**src/rtl/aio_seq_pkg.sv**
```systemverilog
// Shared definitions for the analog pad sequencer: register map, CTRL bits,
// FSM states and the stage-to-pad-gate table.
package aio_seq_pkg;

  localparam logic [3:0] OFS_CTRL   = 4'h0;
  localparam logic [3:0] OFS_SETTLE = 4'h4;
  localparam logic [3:0] OFS_STATUS = 4'h8;
  localparam logic [3:0] OFS_IRQ    = 4'hC;

  localparam int CTRL_EN        = 0;
  localparam int CTRL_FORCE_OFF = 1;

  localparam logic [2:0] STAGE_MAX = 3'd4;

  typedef enum logic [1:0] {
    ST_OFF       = 2'd0,
    ST_RAMP_UP   = 2'd1,
    ST_HOLD_ON   = 2'd2,
    ST_RAMP_DOWN = 2'd3
  } aio_state_e;

  // Entry [s] is the pad gate for stage s; 0 releases a pad to its analog role.
  localparam logic [4:0][5:0] OEB_TBL = {
    6'b000000, 6'b100000, 6'b111000, 6'b111100, 6'b111111
  };

  function automatic logic [5:0] stage_oeb(input logic [2:0] s);
    return (s > STAGE_MAX) ? 6'b111111 : OEB_TBL[s];
  endfunction

endpackage

```
**src/rtl/aio_seq_wb_regs.sv**
```systemverilog
// Wishbone classic slave: address decode, CTRL/SETTLE/STATUS/IRQ registers,
// single-cycle ack with a forced idle cycle between acks.
module aio_seq_wb_regs
  import aio_seq_pkg::*;
#(
  parameter logic [31:0] BASE_ADDR  = 32'h3000_0000,
  parameter logic [15:0] SETTLE_RST = 16'd1000
) (
  input  logic        wb_clk_i,
  input  logic        wb_rst_n_i,
  input  logic        wbs_cyc_i,
  input  logic        wbs_stb_i,
  input  logic        wbs_we_i,
  input  logic [31:0] wbs_adr_i,
  input  logic [31:0] wbs_dat_i,
  input  logic [3:0]  wbs_sel_i,
  output logic [31:0] wbs_dat_o,
  output logic        wbs_ack_o,
  input  logic [2:0]  stage_i,
  input  aio_state_e  state_i,
  input  logic        ready_i,
  input  logic        irq_set_i,
  output logic        en_o,
  output logic        force_off_o,
  output logic [15:0] settle_o,
  output logic        irq_o
);

  logic        ack_q, en_q, force_q, irq_q;
  logic [31:0] dat_q, rdata;
  logic [15:0] settle_q;
  logic        hit, reg_ok, wr, wr_ctrl, wr_settle, wr_irq;
  logic [3:0]  ofs;
  logic        unused_bits;

  assign ofs       = wbs_adr_i[3:0];
  assign hit       = wbs_cyc_i && wbs_stb_i && !ack_q &&
                     (wbs_adr_i[31:4] == BASE_ADDR[31:4]);
  assign reg_ok    = (wbs_adr_i[1:0] == 2'b00);
  assign wr        = hit && wbs_we_i && reg_ok;
  assign wr_ctrl   = wr && (ofs == OFS_CTRL) && wbs_sel_i[0];
  assign wr_settle = wr && (ofs == OFS_SETTLE);
  assign wr_irq    = wr && (ofs == OFS_IRQ) && wbs_sel_i[0];
  assign unused_bits = ^{wbs_dat_i[31:16], wbs_sel_i[3:2]};

  always_comb begin
    rdata = '0;
    if (reg_ok) begin
      case (ofs)
        OFS_CTRL:   rdata = {30'b0, force_q, en_q};
        OFS_SETTLE: rdata = {16'b0, settle_q};
        OFS_STATUS: rdata = {26'b0, ready_i, state_i, stage_i};
        OFS_IRQ:    rdata = {31'b0, irq_q};
        default:    rdata = '0;
      endcase
    end
  end

  always_ff @(posedge wb_clk_i or negedge wb_rst_n_i) begin
    if (!wb_rst_n_i) begin
      ack_q    <= 1'b0;
      dat_q    <= '0;
      en_q     <= 1'b0;
      force_q  <= 1'b0;
      settle_q <= SETTLE_RST;
      irq_q    <= 1'b0;
    end else begin
      ack_q   <= hit;
      dat_q   <= (hit && !wbs_we_i) ? rdata : '0;
      force_q <= wr_ctrl && wbs_dat_i[CTRL_FORCE_OFF];
      // FORCE_OFF in the same write wins over EN.
      if (wr_ctrl)
        en_q <= wbs_dat_i[CTRL_EN] && !wbs_dat_i[CTRL_FORCE_OFF];
      else if (force_q)
        en_q <= 1'b0;
      if (wr_settle && wbs_sel_i[0]) settle_q[7:0]  <= wbs_dat_i[7:0];
      if (wr_settle && wbs_sel_i[1]) settle_q[15:8] <= wbs_dat_i[15:8];
      if (irq_set_i)
        irq_q <= 1'b1;
      else if (wr_irq && wbs_dat_i[0])
        irq_q <= 1'b0;
    end
  end

  assign wbs_ack_o   = ack_q;
  assign wbs_dat_o   = dat_q;
  assign en_o        = en_q;
  assign force_off_o = force_q;
  assign settle_o    = settle_q;
  assign irq_o       = irq_q;

endmodule

```
**src/rtl/analog_io_sequencer.sv**
```systemverilog
// Steps the analog pad group through five gate stages with a programmable
// settle time per stage; reverses on EN change, FORCE_OFF drops everything.
module analog_io_sequencer
  import aio_seq_pkg::*;
#(
  parameter logic [31:0] BASE_ADDR  = 32'h3000_0000,
  parameter logic [15:0] SETTLE_RST = 16'd1000
) (
  input  logic        wb_clk_i,
  input  logic        wb_rst_n_i,
  input  logic        wbs_cyc_i,
  input  logic        wbs_stb_i,
  input  logic        wbs_we_i,
  input  logic [31:0] wbs_adr_i,
  input  logic [31:0] wbs_dat_i,
  input  logic [3:0]  wbs_sel_i,
  output logic [31:0] wbs_dat_o,
  output logic        wbs_ack_o,
  output logic [5:0]  io_oeb_o,
  output logic        ready_o,
  output logic        busy_o,
  output logic        irq_o
);

  logic        en, force_off, irq_set;
  logic [15:0] settle;

  aio_state_e  state_q;
  logic [2:0]  stage_q;
  logic [15:0] timer_q;
  logic [5:0]  oeb_q;
  logic        ready_q, busy_q;

  aio_seq_wb_regs #(.BASE_ADDR(BASE_ADDR), .SETTLE_RST(SETTLE_RST)) u_regs (
    .wb_clk_i    (wb_clk_i),
    .wb_rst_n_i  (wb_rst_n_i),
    .wbs_cyc_i   (wbs_cyc_i),
    .wbs_stb_i   (wbs_stb_i),
    .wbs_we_i    (wbs_we_i),
    .wbs_adr_i   (wbs_adr_i),
    .wbs_dat_i   (wbs_dat_i),
    .wbs_sel_i   (wbs_sel_i),
    .wbs_dat_o   (wbs_dat_o),
    .wbs_ack_o   (wbs_ack_o),
    .stage_i     (stage_q),
    .state_i     (state_q),
    .ready_i     (ready_q),
    .irq_set_i   (irq_set),
    .en_o        (en),
    .force_off_o (force_off),
    .settle_o    (settle),
    .irq_o       (irq_o)
  );

  // Combinational so IRQ pending rises on the same edge as the terminal state.
  assign irq_set = !force_off && (timer_q == 16'd0) &&
                   (((state_q == ST_RAMP_UP)   &&  en && (stage_q == STAGE_MAX)) ||
                    ((state_q == ST_RAMP_DOWN) && !en && (stage_q == 3'd1)));

  always_ff @(posedge wb_clk_i or negedge wb_rst_n_i) begin
    if (!wb_rst_n_i) begin
      state_q <= ST_OFF;
      stage_q <= 3'd0;
      timer_q <= 16'd0;
      oeb_q   <= 6'b111111;
      ready_q <= 1'b0;
      busy_q  <= 1'b0;
    end else if (force_off) begin
      state_q <= ST_OFF;
      stage_q <= 3'd0;
      timer_q <= 16'd0;
      oeb_q   <= stage_oeb(3'd0);
      ready_q <= 1'b0;
      busy_q  <= 1'b0;
    end else begin
      case (state_q)
        ST_OFF: if (en) begin
          state_q <= ST_RAMP_UP;
          stage_q <= 3'd1;
          oeb_q   <= stage_oeb(3'd1);
          timer_q <= settle;
          busy_q  <= 1'b1;
        end
        ST_RAMP_UP: begin
          if (!en) begin
            state_q <= ST_RAMP_DOWN;
            timer_q <= settle;
          end else if (timer_q != 16'd0) begin
            timer_q <= timer_q - 16'd1;
          end else if (stage_q == STAGE_MAX) begin
            state_q <= ST_HOLD_ON;
            ready_q <= 1'b1;
            busy_q  <= 1'b0;
          end else begin
            stage_q <= stage_q + 3'd1;
            oeb_q   <= stage_oeb(stage_q + 3'd1);
            timer_q <= settle;
          end
        end
        ST_HOLD_ON: if (!en) begin
          state_q <= ST_RAMP_DOWN;
          timer_q <= settle;
          ready_q <= 1'b0;
          busy_q  <= 1'b1;
        end
        ST_RAMP_DOWN: begin
          if (en) begin
            state_q <= ST_RAMP_UP;
            timer_q <= settle;
          end else if (timer_q != 16'd0) begin
            timer_q <= timer_q - 16'd1;
          end else if (stage_q <= 3'd1) begin
            state_q <= ST_OFF;
            stage_q <= 3'd0;
            oeb_q   <= stage_oeb(3'd0);
            busy_q  <= 1'b0;
          end else begin
            stage_q <= stage_q - 3'd1;
            oeb_q   <= stage_oeb(stage_q - 3'd1);
            timer_q <= settle;
          end
        end
        default: state_q <= ST_OFF;
      endcase
    end
  end

  assign io_oeb_o = oeb_q;
  assign ready_o  = ready_q;
  assign busy_o   = busy_q;

endmodule
```
**config.mk**
```make
export PLATFORM = sky130hd
export DESIGN_NAME = analog_io_sequencer
export DESIGN_NICKNAME = d
export VERILOG_FILES = /design/src/rtl/aio_seq_pkg.sv /design/src/rtl/aio_seq_wb_regs.sv /design/src/rtl/analog_io_sequencer.sv
export SDC_FILE = /design/constraint.sdc
export NUM_CORES = 1
export LEC_CHECK = 0
export BUFFER_PORTS_ARGS = -buffer_cell sky130_fd_sc_hd__buf_2
export CORE_MARGIN = 4
export CORE_UTILIZATION = 53
export CTS_CLUSTER_SIZE = 14
export DETAILED_ROUTE_END_ITERATION = 8
export GPL_ROUTABILITY_DRIVEN = 0
export GPL_TIMING_DRIVEN = 0
export PLACE_DENSITY = 0.81
export SYNTH_ARGS = -nofsm -noshare
export SYNTH_HDL_FRONTEND = slang
export SYNTH_SLANG_ARGS = --single-unit
```
**constraint.sdc**
```tcl
create_clock -name wb_clk_i -period 2.5 [get_ports wb_clk_i]
set_input_delay 0 -clock wb_clk_i [delete_from_list [all_inputs] [get_ports wb_clk_i]]
set_output_delay 0 -clock wb_clk_i [all_outputs]
set_load 0.05 [all_outputs]
```
* Yosys cells after proc, flatten, opt, wreduce, memory -nomap -nowiden *
Memories as Yosys holds them, arrays and structs flattened.
Cells that the tools add are included.

storage, ports and cells
  bits in latches = 0
  memory bits (writable) = 0
  ROM bits = 96
  output and inout bits = 42
  memories kept = 2
  bits of input ports = 73
  register bits after elaboration = 81

operators by class
  $add $sub $neg = 3
  reduce and logical (&&, ||, !) cells = 42
  div/mod/pow operators = 0
  magnitude comparators = 5
  multipliers = 0
  bitwise logic cells = 0
  equality and inequality tests = 24
  shift operators = 0
  mux-type cells = 65

memory list
  memory            words  bits a word  read ports  clocked after memory_dff  write ports  line               text
  (name not given)  8      6            1           0                         0            aio_seq_pkg.sv:28  return (s > STAGE_MAX) ? 6'b111111 : OEB_TBL[s];
  (name not given)  8      6            1           0                         0            aio_seq_pkg.sv:28

operators by type and width
  operator                                               count
  two-way mux 16 bit                                     10
  one-hot mux 16 bit (4 select lines)                    2
  two-way mux 6 bit                                      12
  two-way mux 32 bit                                     1
  equality test 28 x 26 -> 1 bit, second input constant  1
  two-way mux 3 bit                                      8
  logical AND 1 bit                                      22
  two-way mux 1 bit                                      18
  two-way mux 2 bit                                      9
  one-hot mux 6 bit (3 select lines)                     1
  zero test 16 bit                                       1
  nonzero test 16 bit                                    1
  subtractor 16 x 1 -> 16 bit, second input constant     1
  != test 3 x 1 -> 1 bit, second input constant          4
  != test 3 x 2 -> 1 bit, second input constant          3
  one-hot mux 3 bit (3 select lines)                     1
  equality test 4 bit, second input constant             2
  < comparator 3 x 4 -> 1 bit, second input constant     2
  != test 4 bit, second input constant                   2
  one-hot mux 2 bit (4 select lines)                     1
  AND reduction 8 bit                                    1
  AND reduction 7 bit                                    1
  greater-than comparator 3 bit, second input constant   2
  != test 3 bit, second input constant                   2
  24 further kinds                                       31

* Longest topological paths before layout *
  depth in word-level cells = 10
  mapped depth = 10
  gate-level depth less buffers = 8

* Hierarchy *
A second synthesis with hierarchy kept.

second synthesis, totals
  cells, all modules = 413
  area total of the unflattened synthesis = 4011.3 um2

by module, submodules not included
  module               times used  sequential area each (um2)  cells each  area an instance (um2)
  analog_io_sequencer  1           680.7                       282         2369.8
  aio_seq_wb_regs      1           908.4                       131         1641.6

* Worst setup path before layout *
OpenSTA, ideal clock, no wires.

  path type = register to register
  from = register u_regs.ack_q, in the netlist u_regs.wbs_ack_o
  to = register u_regs.settle_q[10], in the netlist u_regs.settle_o[10]
  library setup time = 0.125 ns
  slack = 0.210 ns
  arrival = 2.165 ns
  cell stages (with the launch flop) = 8
  path buffers = 1
  cell sequence = dfrtp_1 > nor4bb_1 > nand4_1 > nor4_1 > and2_1 > and3_1 > buf_4 > mux2_2

between the ends
  longest elaborated chain between the ends = 7

RTL lines
  item                            line                   text
  from (decl)                     aio_seq_wb_regs.sv:29  logic ack_q, en_q, force_q, irq_q;
  from (signal assigned)          aio_seq_wb_regs.sv:68  ack_q <= hit;
  zero test 1 bit                 aio_seq_wb_regs.sv:37  assign hit = wbs_cyc_i && wbs_stb_i && !ack_q &&
  logical AND 1 bit (2 in a row)  aio_seq_wb_regs.sv:37
  logical AND 1 bit (2 in a row)  aio_seq_wb_regs.sv:40  assign wr = hit && wbs_we_i && reg_ok;
  logical AND 1 bit               aio_seq_wb_regs.sv:42  assign wr_settle = wr && (ofs == OFS_SETTLE);
  logical AND 1 bit               aio_seq_wb_regs.sv:77  if (wr_settle && wbs_sel_i[1]) settle_q[15:8] <= wbs_dat_i[15:8];
  to (signal assigned)            aio_seq_wb_regs.sv:77
  to (decl)                       aio_seq_wb_regs.sv:31  logic [15:0] settle_q;

No other way between the ends.
A chain may end at the register's enable or synchronous reset.

* Worst setup path in the final report *
  from = register timer_q[0]
  to = register oeb_q[5], in the netlist io_oeb_o[5]

between the ends
  longest elaborated chain between the ends = 3
  elaborated cells on any way between the ends = 4
  those cells by class = eq/ne (2); reduce/logical (2)

RTL lines
  item                                     line                                                   text
  from (decl)                              analog_io_sequencer.sv:30                              logic [15:0] timer_q;
  from (signal assigned)                   analog_io_sequencer.sv:81                              timer_q <= settle;
  from (signal assigned)                   analog_io_sequencer.sv:87                              timer_q <= settle;
  from (signal assigned)                   analog_io_sequencer.sv:89                              timer_q <= timer_q - 16'd1;
  nonzero test 16 bit *                    analog_io_sequencer.sv:88, analog_io_sequencer.sv:110
  != test 3 x 2 -> 1 bit (no source line)  n/a
  AND reduction 7 bit (no source line) *   n/a
  to (signal assigned)                     analog_io_sequencer.sv:96                              oeb_q <= stage_oeb(stage_q + 3'd1);
  to (signal assigned)                     analog_io_sequencer.sv:115                             oeb_q <= stage_oeb(3'd0);
  to (signal assigned)                     analog_io_sequencer.sv:119                             oeb_q <= stage_oeb(stage_q - 3'd1);
  to (decl)                                analog_io_sequencer.sv:31                              logic [5:0] oeb_q;

Every way passes the cells marked *; elsewhere a longest branch is shown, timed or not.

==> run metrics <==
largest net degree at the start of global routing=64; final net count=621; Leak=2.495 nW; Total GRT Usage=0.2317; GR peak layer=met2; DR WL/cell=15.46 um; minimum clock period=2372 ps; period utilization=0.9487; Max Freq=421.6 MHz; Crit path largest cell delay=470 ps; HPWL after detailed placement=7012 um; mapped cell area=3960 sq um; First-pass DRT Iterations=5; HP Class=in2reg; Worst R2R Start=timer_q[0]$_DFFE_PN0P_; Area Growth Syn to Fin=25.94%; Residual DRC=0; Worst EP arrival=2640 ps; CTS tree=yes; cells along the critical path=inv_1, ha_1, nor4b_4, nand4_1, buf_2, o22ai_2, a32o_2, buf_6, nor2_4, mux2_4; leading post-synthesis cells by cell area=dfrtp_1 (33%), dfstp_2 (6.6%), mux2_2 (4.8%); Ports=115; final clock skew=6.418 ps; power per cell area=410.7 nW/um^2; clock buffer depth=2; CP Launch Type=register; routed via count=3496; Overflow after GRT=0; Buf/Inv on CP=3; core area=7253 sq um; sequential share of the synthesized area=0.4013; area leader, netlist=dfrtp_1; Slowest cell on crit path=dfrtp_1; Fin. Hold Viols=0; ANT nets after route=0; worst vdd ir=0.0002910 V; Yosys top cell area share=0.3349; number of global-route vias before repair=3350; Clk Latency, worst-skew pair=340 ps; met1 Usage GRT=0.3028; Post-Syn Instances=405; non-filler cells, final=636; post-synth cell types=69; met3 GRT Util=0.06295; first-pass GRT wire length=16040 um; Final Max Slew Viols=0; Placed Instances=599; CP Launch Point=timer_q[0]$_DFFE_PN0P_; Die Width=94.44 um; outcome=completed; Rows=31; Initial Util=0.5460; register bit total from synthesis=63; ratio of cells with drive above 1 in the final layout=0.3277; PortBufs=80; fin util=0.6876; vias per inst=5.497; iteration-0 DRC count of the detailed router=167; syn avg cell area=9.778 sq um; Root Driver=clkbuf_8; DIE HEIGHT=94.44 um; synth warn=0; Top FF cell, synth=dfrtp_1; Max Cap Viol=0; crit end category=register; crit-path max FO=10; GRT met2 Usage=0.3729; setup violators final=0; CTS H-tree depth=3; relative slew slack=0.4866; final wirelength=9835 um; Inserted Clock Buffers=9; CTS sink cnt=63; Top Family by Delay on Critical Path=buffers and inverters; Worst Min Path Start=wbs_adr_i[3]; Clock transition at path regs=60 ps; Async SR Flop Fraction=1.000; Inserted Diodes=0; EDFF count, synth=0; CP Class=reg2reg; Slew @ Worst Pin=770.0 ps; Worst Path Required=2770 ps; DIE AREA=8919 sq um; RSZ-0062 raised after global routing=no; initial antenna violation count=0
[routing by layer]
layer / up-vias / share of wire
li1: 1682 / -
met1: 1654 / 0.44
met2: 143 / 0.47
met3: 17 / 0.070
met4: 0 / 0.021
met5: - / 0
[placed cells by master (no fill, tap or decap), types with 14 or more instances in the layout]
cell / Yosys / layout
nand2_1: 36 / 36
and2_1: 14 / 14
inv_1: 15 / 15
a21oi_1: 21 / 21
o21ai_0: 24 / 23
ha_1: 15 / 15
buf_4: 22 / 23
mux2_2: 17 / 17
dfrtp_1: 53 / 53
nor2_1: 30 / 30
dlygate4sd3_1: 0 / 22
conb_1: 1 / 16
buf_2: 2 / 80
[final timing paths]
| path | slack [ps] | cells past startpoint | end |
|---|---|---|---|
| worst max-delay path | 130 | 10 | io_oeb_o[5]$_DFFE_PN1P_ |
| worst min-delay path | 40 | 4 | u_regs.irq_o$_DFFE_PN0P_ |
| worst max register to register | 130 | 10 | io_oeb_o[5]$_DFFE_PN1P_ |
| worst min register to register | 480 | 2 | io_oeb_o[2]$_DFFE_PN1P_ |
| max in group asynchronous | 1710 | 2 | timer_q[3]$_DFFE_PN0P_ |
| min in group asynchronous | 280 | 2 | u_regs.wbs_dat_o[13]$_DFF_PN0_ |
[registers in the layout, summed over array words and instances, names as in the netlist]
register            cells
u_regs.force_off_o      1
timer_q                16
u_regs.wbs_dat_o       16
u_regs.irq_o            1
state_q                 2
u_regs.wbs_ack_o        1
io_oeb_o                4
u_regs.en_o             1
stage_q                 3
u_regs.settle_o        16
busy_o                  1
ready_o                 1
[metrics by stage]
| step | hold WS [ps] | cell area, sq um | setup TNS (ps) | total power, W | worst slack (ps) |
|---|---|---|---|---|---|
| 2_1_floorplan | -295.6 | 4016 | 0 | 0.001123 | 210.0 |
| 3_3_place_gp | 182.9 | 4541 | -2.276 | 0.001187 | -2.276 |
| 3_5_place_dp | 182.7 | 4541 | -60.82 | 0.001188 | -60.82 |
| 4_1_cts | 6.866 | 4940 | 0 | 0.002069 | 33.61 |
| 5_1_grt | 40.69 | 4987 | 0 | 0.002144 | 2.069 |
| 6_report | 36.45 | 4987 | 0 | 0.002048 | 128.1 |
[power breakdown]
group | leakage, nW | internal, W | total, W | switching (W)
sequential | 0.818 | 0.00102 | 0.00102 | 0.0000000222
combinational | 1.58 | 0.0000743 | 0.000173 | 0.0000991
clock | 0.0935 | 0.000482 | 0.000854 | 0.000373
[synth_stat cells (all sizes together) (4+ instances only)]
cell type  number
a22o            4
a22oi           5
nor3           10
o41ai           5
o31ai           7
mux2           19
inv            15
nand3          12
xor2            6
o21ai          24
nand4           4
buf            31
nor2b           8
nor2           31
and2           14
dfstp          10
a21oi          22
dfrtp          53
ha             15
and3            4
mux2i           6
nor4           12
nand2          36
clkbuf          4
[area by class of cell]
| cell class | count | area, sq um |
|---|---|---|
| fillers | 564 | 2266 |
| repair buffers | 102 | 623.1 |
| well taps | 99 | 123.9 |
| flip-flops and latches | 63 | 1589 |
| clock buffers | 13 | 148.9 |
| clock inverters | 2 | 35.03 |
| multi-input cells | 307 | 2136 |
| inverters | 15 | 56.30 |
| plain buffers | 35 | 275.3 |
[worst min-delay path, cell delays in order]
cell and delay [ps]:
buf_2 130, nand3_1 60, o21ai_0 70, o21ai_0 70
[cell families (layout without fill, tap and decap cells)]
group | Yosys count | after routing | synth area share
AOI/OAI and AO/OA | 93 | 93 | 0.1608
xor gates and xnor gates | 8 | 8 | 0.01769
adders and majority gates | 15 | 15 | 0.04739
buffers and inverters | 50 | 167 | 0.08310
DFF | 63 | 63 | 0.4013
muxes | 26 | 26 | 0.07678
other | 1 | 16 | 0.0009470
and+or+nand+nor | 149 | 149 | 0.2120
[timing repair]
| action | 4_1_cts | 5_1_grt |
|---|---|---|
| resized for setup | 2 | 7 |
| setup buffers | 0 | 0 |
| setup endpoints to repair | 2 | 25 |
| hold endpoints to repair | 20 | 53 |
| hold buffers | 21 | 1 |
| pin swaps | 0 | 0 |
Power figures use the tool's default switching activity.
